### src/rtl/mapper_regfile.sv
// MegaMapper control/trap register file: mapper control registers, an M1 opcode
// history FIFO for the trap handler, and sticky I/O-violation/overflow status.
module mapper_regfile #(
    parameter int unsigned CTRL_COUNT = 4,
    parameter int unsigned CTRL_WIDTH = 4,
    parameter int unsigned HIST_DEPTH = 4,
    parameter int unsigned SEL_W      = 3
) (
    input  logic                             clk,
    input  logic                             reset_n,
    input  logic                             wr_n,
    input  logic                             rd_n,
    input  logic                             m1_n,
    input  logic [7:0]                       data_in,
    input  logic                             reg_cs,
    input  logic [SEL_W-1:0]                 reg_sel,
    input  logic                             record_en,
    input  logic                             io_violation,
    output logic [7:0]                       data_out,
    output logic                             data_oe,
    output logic [CTRL_COUNT*CTRL_WIDTH-1:0] ctrl_out,
    output logic [$clog2(HIST_DEPTH):0]      hist_count,
    output logic                             trap_pending
);
    localparam int unsigned PTR_W = $clog2(HIST_DEPTH);
    localparam int unsigned CNT_W = PTR_W + 1;
    localparam logic [SEL_W-1:0] SEL_HIST   = SEL_W'(CTRL_COUNT);
    localparam logic [SEL_W-1:0] SEL_STATUS = SEL_W'(CTRL_COUNT + 1);
    localparam logic [CNT_W-1:0] CNT_FULL   = CNT_W'(HIST_DEPTH);

    logic [CTRL_WIDTH-1:0] ctrl_q [CTRL_COUNT];
    logic [CTRL_WIDTH-1:0] ctrl_d [CTRL_COUNT];
    logic [7:0]            hist_q [HIST_DEPTH];
    logic [7:0]            hist_d [HIST_DEPTH];
    logic [PTR_W-1:0]      wr_ptr_q, wr_ptr_d, rd_ptr_q, rd_ptr_d;
    logic [CNT_W-1:0]      count_q, count_d;
    logic                  viol_q, viol_d, ovf_q, ovf_d;
    logic [7:0]            opcode_q, opcode_d;
    logic                  wr_prev_q, rd_prev_q, m1_prev_q;
    logic [2:0]            arm_q, arm_d;
    logic                  wr_rise, rd_rise, m1_rise;
    logic                  wr_hit, push, pop, flush;

    // A strobe held low across reset is disarmed until seen high, so the access aborts.
    assign arm_d   = arm_q | {m1_n, rd_n, wr_n};
    assign wr_rise = arm_q[0] && !wr_prev_q && wr_n;
    assign rd_rise = arm_q[1] && !rd_prev_q && rd_n;
    assign m1_rise = arm_q[2] && !m1_prev_q && m1_n;

    assign wr_hit = wr_rise && reg_cs;
    assign flush  = wr_hit && (reg_sel == SEL_STATUS) && data_in[6];
    assign push   = m1_rise && record_en;
    assign pop    = rd_rise && reg_cs && (reg_sel == SEL_HIST) && (count_q != '0);

    assign data_oe      = reg_cs && !rd_n;
    assign hist_count   = count_q;
    assign trap_pending = viol_q;

    for (genvar g = 0; g < CTRL_COUNT; g++) begin : g_ctrl_out
        assign ctrl_out[g*CTRL_WIDTH +: CTRL_WIDTH] = ctrl_q[g];
    end

    // Read mux
    always_comb begin
        data_out = 8'hFF;
        for (int unsigned k = 0; k < CTRL_COUNT; k++) begin
            if (reg_sel == SEL_W'(k)) data_out = 8'(ctrl_q[k]);
        end
        if (reg_sel == SEL_HIST)   data_out = (count_q != '0) ? hist_q[rd_ptr_q] : 8'h00;
        if (reg_sel == SEL_STATUS) data_out = {viol_q, ovf_q, 1'b0, 5'(count_q)};
    end

    // Next-state for control registers, FIFO and status flags
    always_comb begin
        ctrl_d   = ctrl_q;
        hist_d   = hist_q;
        wr_ptr_d = wr_ptr_q;
        rd_ptr_d = rd_ptr_q;
        count_d  = count_q;
        viol_d   = viol_q;
        ovf_d    = ovf_q;
        opcode_d = opcode_q;

        for (int unsigned k = 0; k < CTRL_COUNT; k++) begin
            if (wr_hit && reg_sel == SEL_W'(k)) ctrl_d[k] = data_in[CTRL_WIDTH-1:0];
        end

        if (!m1_n && !rd_n) opcode_d = data_in;

        if (wr_hit && reg_sel == SEL_STATUS && data_in[7]) begin
            viol_d = 1'b0;
            ovf_d  = 1'b0;
        end

        if (flush) begin
            wr_ptr_d = '0;
            rd_ptr_d = '0;
            count_d  = '0;
        end else if (push) begin
            hist_d[wr_ptr_q] = opcode_q;
            wr_ptr_d         = wr_ptr_q + PTR_W'(1);
            if (pop) begin
                rd_ptr_d = rd_ptr_q + PTR_W'(1);
            end else if (count_q == CNT_FULL) begin
                rd_ptr_d = rd_ptr_q + PTR_W'(1);
                ovf_d    = 1'b1;
            end else begin
                count_d = count_q + CNT_W'(1);
            end
        end else if (pop) begin
            rd_ptr_d = rd_ptr_q + PTR_W'(1);
            count_d  = count_q - CNT_W'(1);
        end

        if (io_violation) viol_d = 1'b1;
    end

    always_ff @(posedge clk or negedge reset_n) begin
        if (!reset_n) begin
            for (int unsigned k = 0; k < CTRL_COUNT; k++) ctrl_q[k] <= '0;
            for (int unsigned k = 0; k < HIST_DEPTH; k++) hist_q[k] <= '0;
            wr_ptr_q  <= '0;
            rd_ptr_q  <= '0;
            count_q   <= '0;
            viol_q    <= 1'b0;
            ovf_q     <= 1'b0;
            opcode_q  <= '0;
            wr_prev_q <= 1'b1;
            rd_prev_q <= 1'b1;
            m1_prev_q <= 1'b1;
            arm_q     <= '0;
        end else begin
            ctrl_q    <= ctrl_d;
            hist_q    <= hist_d;
            wr_ptr_q  <= wr_ptr_d;
            rd_ptr_q  <= rd_ptr_d;
            count_q   <= count_d;
            viol_q    <= viol_d;
            ovf_q     <= ovf_d;
            opcode_q  <= opcode_d;
            wr_prev_q <= wr_n;
            rd_prev_q <= rd_n;
            m1_prev_q <= m1_n;
            arm_q     <= arm_d;
        end
    end
endmodule

### config.mk
export PLATFORM = sky130hd
export DESIGN_NAME = mapper_regfile
export DESIGN_NICKNAME = d
export VERILOG_FILES = /design/src/rtl/mapper_regfile.sv
export SDC_FILE = /design/constraint.sdc
export NUM_CORES = 1
export LEC_CHECK = 0
export CORE_MARGIN = 1.5
export CORE_UTILIZATION = 54
export CTS_CLUSTER_SIZE = 40
export DETAILED_ROUTE_END_ITERATION = 8
export GPL_ROUTABILITY_DRIVEN = 0
export HOLD_SLACK_MARGIN = 0.1
export PLACE_DENSITY = 0.84
export SLEW_MARGIN = 40
export SYNTH_ARGS = -nofsm -noshare
export SYNTH_HDL_FRONTEND = slang
export SYNTH_SLANG_ARGS = --single-unit
### constraint.sdc
create_clock -name clk -period 2.7 [get_ports clk]
set_clock_uncertainty 0.1 [all_clocks]
set_input_delay 0.27 -clock clk [delete_from_list [all_inputs] [get_ports clk]]
set_output_delay 0.27 -clock clk [all_outputs]
set_load 0.01 [all_outputs]
== After elaboration in Yosys (flattened, before gate mapping) ==
Cells that the tools add are included.
Operators by class
  order comparisons: 3
  bitwise gates (word level): 4
  add/subtract/negate cells: 4
  eq/ne operators: 8
  muxes and demuxes: 32
  reductions and logical operators: 35
Operator list (count)
  8-bit 2-to-1 mux: 10
  32-bit bitwise mux: 1
  1-bit logical AND: 21
  8-bit binary-select mux with 2-bit select: 1
  8-bit demux with 2-bit select: 1
  3-bit 2-to-1 mux: 5
  2-bit 2-to-1 mux: 7
  3-bit == test, second input constant: 3
  3-bit nonzero test: 3
  1-bit 2-to-1 mux: 7
  3-bit by 2-bit == test with 1-bit output, second input constant: 2
  3-bit greater-or-equal comparator, second input constant: 2
  2-bit inverter with 3-bit output: 2
  1-bit logical NOT: 5
  2-bit by 1-bit adder with 2-bit output, second input constant: 2
  2-bit AND reduction: 2
  2-bit nonzero test: 2
  3-bit by 1-bit adder with 3-bit output, second input constant: 1
  3-bit by 1-bit == test with 1-bit output, second input constant: 1
  3-bit logical NOT: 1
  3-bit by 1-bit < comparator with 1-bit output, second input constant: 1
  3-bit by 2-bit != test with 1-bit output, second input constant: 1
  3-bit != test, second input constant: 1
  3-bit OR: 1
  other kinds (3): 3
Storage, ports and cells
  bits of input ports: 19
  register bits: 71
  output and inout bits: 29

== Depth between registers and ports, before layout ==
Gate-level depths: netlist of run 1.
  word-level depth: 11
  depth in mapped cells: 6
  mapped depth without buffers: 5

== Least setup slack after synthesis of run 1 ==
No wires, ideal clock.
  kind: flip-flop to flip-flop
  from: register m1_prev_q
  to: register count_q[2], in the netlist hist_count[2]
  clock period less this slack: 1.947 ns
  required time: 2.506 ns
  slack: 0.753 ns
  data arrival time: 1.753 ns
  cell stages (with the launch flop): 6
  buffers on the path: 1
  cells stage by stage: dfstp_2 and4b_1 buf_1 fa_1 a22o_1 a211oi_1
Between the ends
  word-level cells in the longest chain between the ends: 6
Ends and longest elaborated chain
  start, declared: RTL line 39  | logic wr_prev_q, rd_prev_q, m1_prev_q;
  start signal, assigned: RTL line 143  | m1_prev_q <= m1_n;
  1-bit logical NOT (*): RTL line 48  | assign m1_rise = arm_q[2] && !m1_prev_q && m1_n;
  1-bit logical AND (*) (2 in series): RTL line 48
  1-bit logical AND (*): RTL line 52  | assign push = m1_rise && record_en;
  3-bit by 2-bit != test with 1-bit output (no source line), or another cell as far along
  3-bit AND reduction (no source line) or 3-bit 2-to-1 mux (tied branches)
  end signal, assigned: RTL line 137  | count_q <= count_d;
  end, declared: RTL line 36  | logic [CNT_W-1:0] count_q, count_d;
Every way passes the cells marked *; elsewhere a longest branch is shown, timed or not.
A chain may end at the register's enable or synchronous reset.

== Final worst setup path of run 1 ==
  from: register rd_ptr_q[0]
  to: output data_out[1]
Between the ends
  word-level cells in the longest chain between the ends: 7
Ends and longest elaborated chain
  start, declared: RTL line 35  | logic [PTR_W-1:0] wr_ptr_q, wr_ptr_d, rd_ptr_q, rd_ptr_d;
  start signal, assigned: RTL line 136  | rd_ptr_q <= rd_ptr_d;
  2-bit inverter with 3-bit output (implied by the code): RTL line 69  | if (reg_sel == SEL_HIST) data_out = (count_q != '0) ? hist_q[rd_ptr_q] : 8'h00;
  8-bit binary-select mux with 2-bit select: RTL line 69
  8-bit 2-to-1 mux (implied by the code) (2 in series): RTL line 69
  8-bit 2-to-1 mux (2 in series): RTL line 69
  8-bit 2-to-1 mux: RTL line 70  | if (reg_sel == SEL_STATUS) data_out = {viol_q, ovf_q, 1'b0, 5'(count_q)};
  end, declared: RTL line 19  | output logic [7:0] data_out,
Every way passes these cells. The select of a mux whose other input is x is not followed.

==> impl_results.md, run 1 <==
- Via density: 5.93
- Slew Limit Fails: 0
- Ys Warns: 0
- # IOs: 48
- Initial antenna violation count: 0
- WHS: 0.257 ns
- Max Fanout on Critical Path: 9
- Core area: 5920 um^2
- Avg Cell Area, Syn: 14.2 um^2
- Syn_nets: 256
- Num rows: 28
- Top-area cell type share of the netlist area: 51.6%
- Die Y: 81.2 um
- DR WL/cell: 19.8 um
- Setup Crit Path Kind: reg2out
- Post-CTS setup repair buffer count: 0
- Inserted Diodes: 0
- Post-Syn Instances: 232
- PwrDens: 935 nW/um^2
- Root buf cell: clkbuf_8
- Type of the worst min-delay path: in2reg
- DR DRC count: 0
- First-pass GRT wire length: 11.8 mm
- Final min period: 2.66 ns
- Final period util: 98.5%
- TritonCTS clock tree: yes
- Worst-path clk slew: 0.08 ns
- Critical Path AT: 2.29 ns
- Outcome: finished clean
- Global route overflow: 0
- Peak VDD IR: 536 uV
- Critical Path RT: 2.33 ns
- Port bufs: 47
- Clock tree buffer depth: 2
- Clk Latency, worst-skew pair: 0.36 ns
- Startpoint Class: flip-flop
- Most frequent cells in the layout: dfrtp_1, mux2_2, clkdlybuf4s50_1
- Fill count: 386
- Via count: 2259
- Setup WS pre-CTS: 0.121 ns
- Global Route Usage Sum: 24.7%
- Number of max-cap violations: 0
- Headroom to the max-slew limit: 60.3%
- Largest net degree at the start of global routing: 30
- Final ANT Viol Nets: 0
- CTS HTree Levels: 3
- Clk sinks: 71
- Most common cell after layout, fill and taps aside: dfrtp_1
- Synthesized flop and latch total: 71
- Syn-to-layout area delta: 29.0%
- Maximum clock rate: 376 MHz
- Initial DRC Count: 123
- Layout cell share with drive strength beyond 1: 38.2%
- Final WS setup: 0.0418 ns
- First-pass detailed-route iteration total: 4
- Worst Tran Pin Value: 0.595 ns
- Die X: 81.2 um
- Die area: 6590 um^2
- DRT Wirelength: 7.54 mm
- Seq/Total Area, Yosys: 54.0%
- Area leader, netlist: dfrtp_1
- Hold Vio Cnt, Final: 0
- Post-detail-place hpwl: 5.05 mm
- Final nets: 325
- Number of global-route vias before repair: 2385
- Post-Syn Area: 3300 um^2
- Largest cells by area after synthesis: dfrtp_1, mux2_2, mux4_2, dfstp_2, a221oi_1
- CP Capture Type: output pin
- Initial Utilization: 55.7%
- Cell leakage power: 1.84 nW
- Layout Utilization: 71.9%
- CTS buffer count: 9
- Final setup viols: 0
- Synth unique cells: 40
cells by family (layout without fill, tap and decap cells):
logic type,after synthesis,count (layout),share of synthesized area [%]
AOI/OAI and AO/OA,25,25,5.73
adders and majority gates,5,5,2.12
xor gates and xnor gates,1,1,0.266
buffers and inverters,15,89,2.01
and+or+nand+nor,46,46,8.31
muxes,69,69,27.6
DFF,71,71,54.0
power by group:
part           internal [mW]  switching [mW]  total [mW]
combinational          0.758           0.499        1.26
clock                  0.616           0.420        1.04
sequential              1.42           0.271        1.69
total                   2.79            1.19        3.98
final cells by class:
class / instances / area, um^2 / share of cell area [%]
Multi-Input combinational cell: 146 / 1480 / 34.7
Timing Repair Buffer: 67 / 639 / 15.0
Clock inverter: 7 / 120 / 2.82
Sequential cell: 71 / 1780 / 41.8
Tap cell: 75 / 93.8 / 2.20
Inverter: 6 / 22.5 / 0.529
Clock buffer: 9 / 124 / 2.91
worst max-delay path, cell delays in order, from the launching register on:
cell	delay (ns)
dfrtp_1	0.35
buf_6	0.16
mux4_2	0.54
a221oi_2	0.29
a21oi_1	0.11
clkdlybuf4s50_1	0.48
stage by stage:
stage | instance area, um^2 | TNS [ns] | total power, mW | cells
after global routing | 4260 | -0.0787 | 4.17 | 381
after CTS | 4230 | 0 | 3.97 | 381
after detailed placement | 3970 | 0 | 2.92 | 364
after floorplan | 3300 | 0 | 2.40 | 232
after global placement | 3970 | 0 | 2.85 | 364
final | 4260 | 0 | 3.98 | 381
per-layer routing:
layer,track usage [%],share of wire [%],up-vias
li1,-,-,1006
met1,31.8,44,1157
met2,39.9,49,73
met3,5.51,4.6,23
met4,11.6,2.7,0
met5,0,0,-
cell usage after synthesis:
| cell | n |
|---|---|
| a211oi_1 | 1 |
| a21boi_1 | 1 |
| a21o_1 | 1 |
| a21oi_1 | 8 |
| a221oi_1 | 6 |
| a221oi_2 | 1 |
| a22o_1 | 3 |
| a32o_1 | 1 |
| and3_1 | 1 |
| and3b_1 | 2 |
| and4b_1 | 2 |
| buf_1 | 2 |
| buf_2 | 2 |
| buf_6 | 1 |
| clkbuf_1 | 4 |
| dfrtp_1 | 68 |
| dfstp_2 | 3 |
| fa_1 | 1 |
| ha_1 | 4 |
| inv_1 | 6 |
| mux2_2 | 56 |
| mux2i_1 | 1 |
| mux4_2 | 12 |
| nand2_1 | 3 |
| nand2b_1 | 2 |
| nand3_1 | 6 |
| nand4b_1 | 2 |
| nor2_1 | 11 |
| nor2b_1 | 4 |
| nor3_1 | 3 |
| nor3b_1 | 3 |
| nor4_2 | 1 |
| o21ai_0 | 1 |
| o31a_1 | 1 |
| o32ai_1 | 1 |
| or2_1 | 1 |
| or2_2 | 3 |
| or3_1 | 1 |
| or3b_4 | 1 |
| xnor2_1 | 1 |
state kept, by name, indices dropped and copies added, names as in the netlist:
register      count
hist_q           32
hist_count        3
arm_q             3
wr_prev_q         1
trap_pending      1
m1_prev_q         1
rd_prev_q         1
opcode_q          8
ctrl_out         16
wr_ptr_q          2
ovf_q             1
rd_ptr_q          2
path summary, 6_finish.rpt:
kind,from,endpoint,slack (ns),cells past startpoint
max in group asynchronous,reset_n,hist_q[22],1.45,3
min,wr_n,wr_prev_q,0.26,1
min reg2reg,arm_q[0],arm_q[0],0.37,1
min in group asynchronous,reset_n,ctrl_out[0],0.36,2
max reg2reg,wr_prev_q,hist_q[24],0.69,5
max,rd_ptr_q[0],data_out[1],0.04,5
timing repair:
item	CTS	global route
endpoints found under the hold margin	23	0
gates resized for setup	2	5
setup endpoints to repair	3	4
hold buffers	1	0
Note: power is estimated with default switching activity, not from simulation.
==> inputs of run 2 (changes only) <==
- CTS_CLUSTER_DIAMETER: unset -> 120
==> results of run 2 <==
Same layout as run 1: the final DEF is identical, and so are final timing and power.
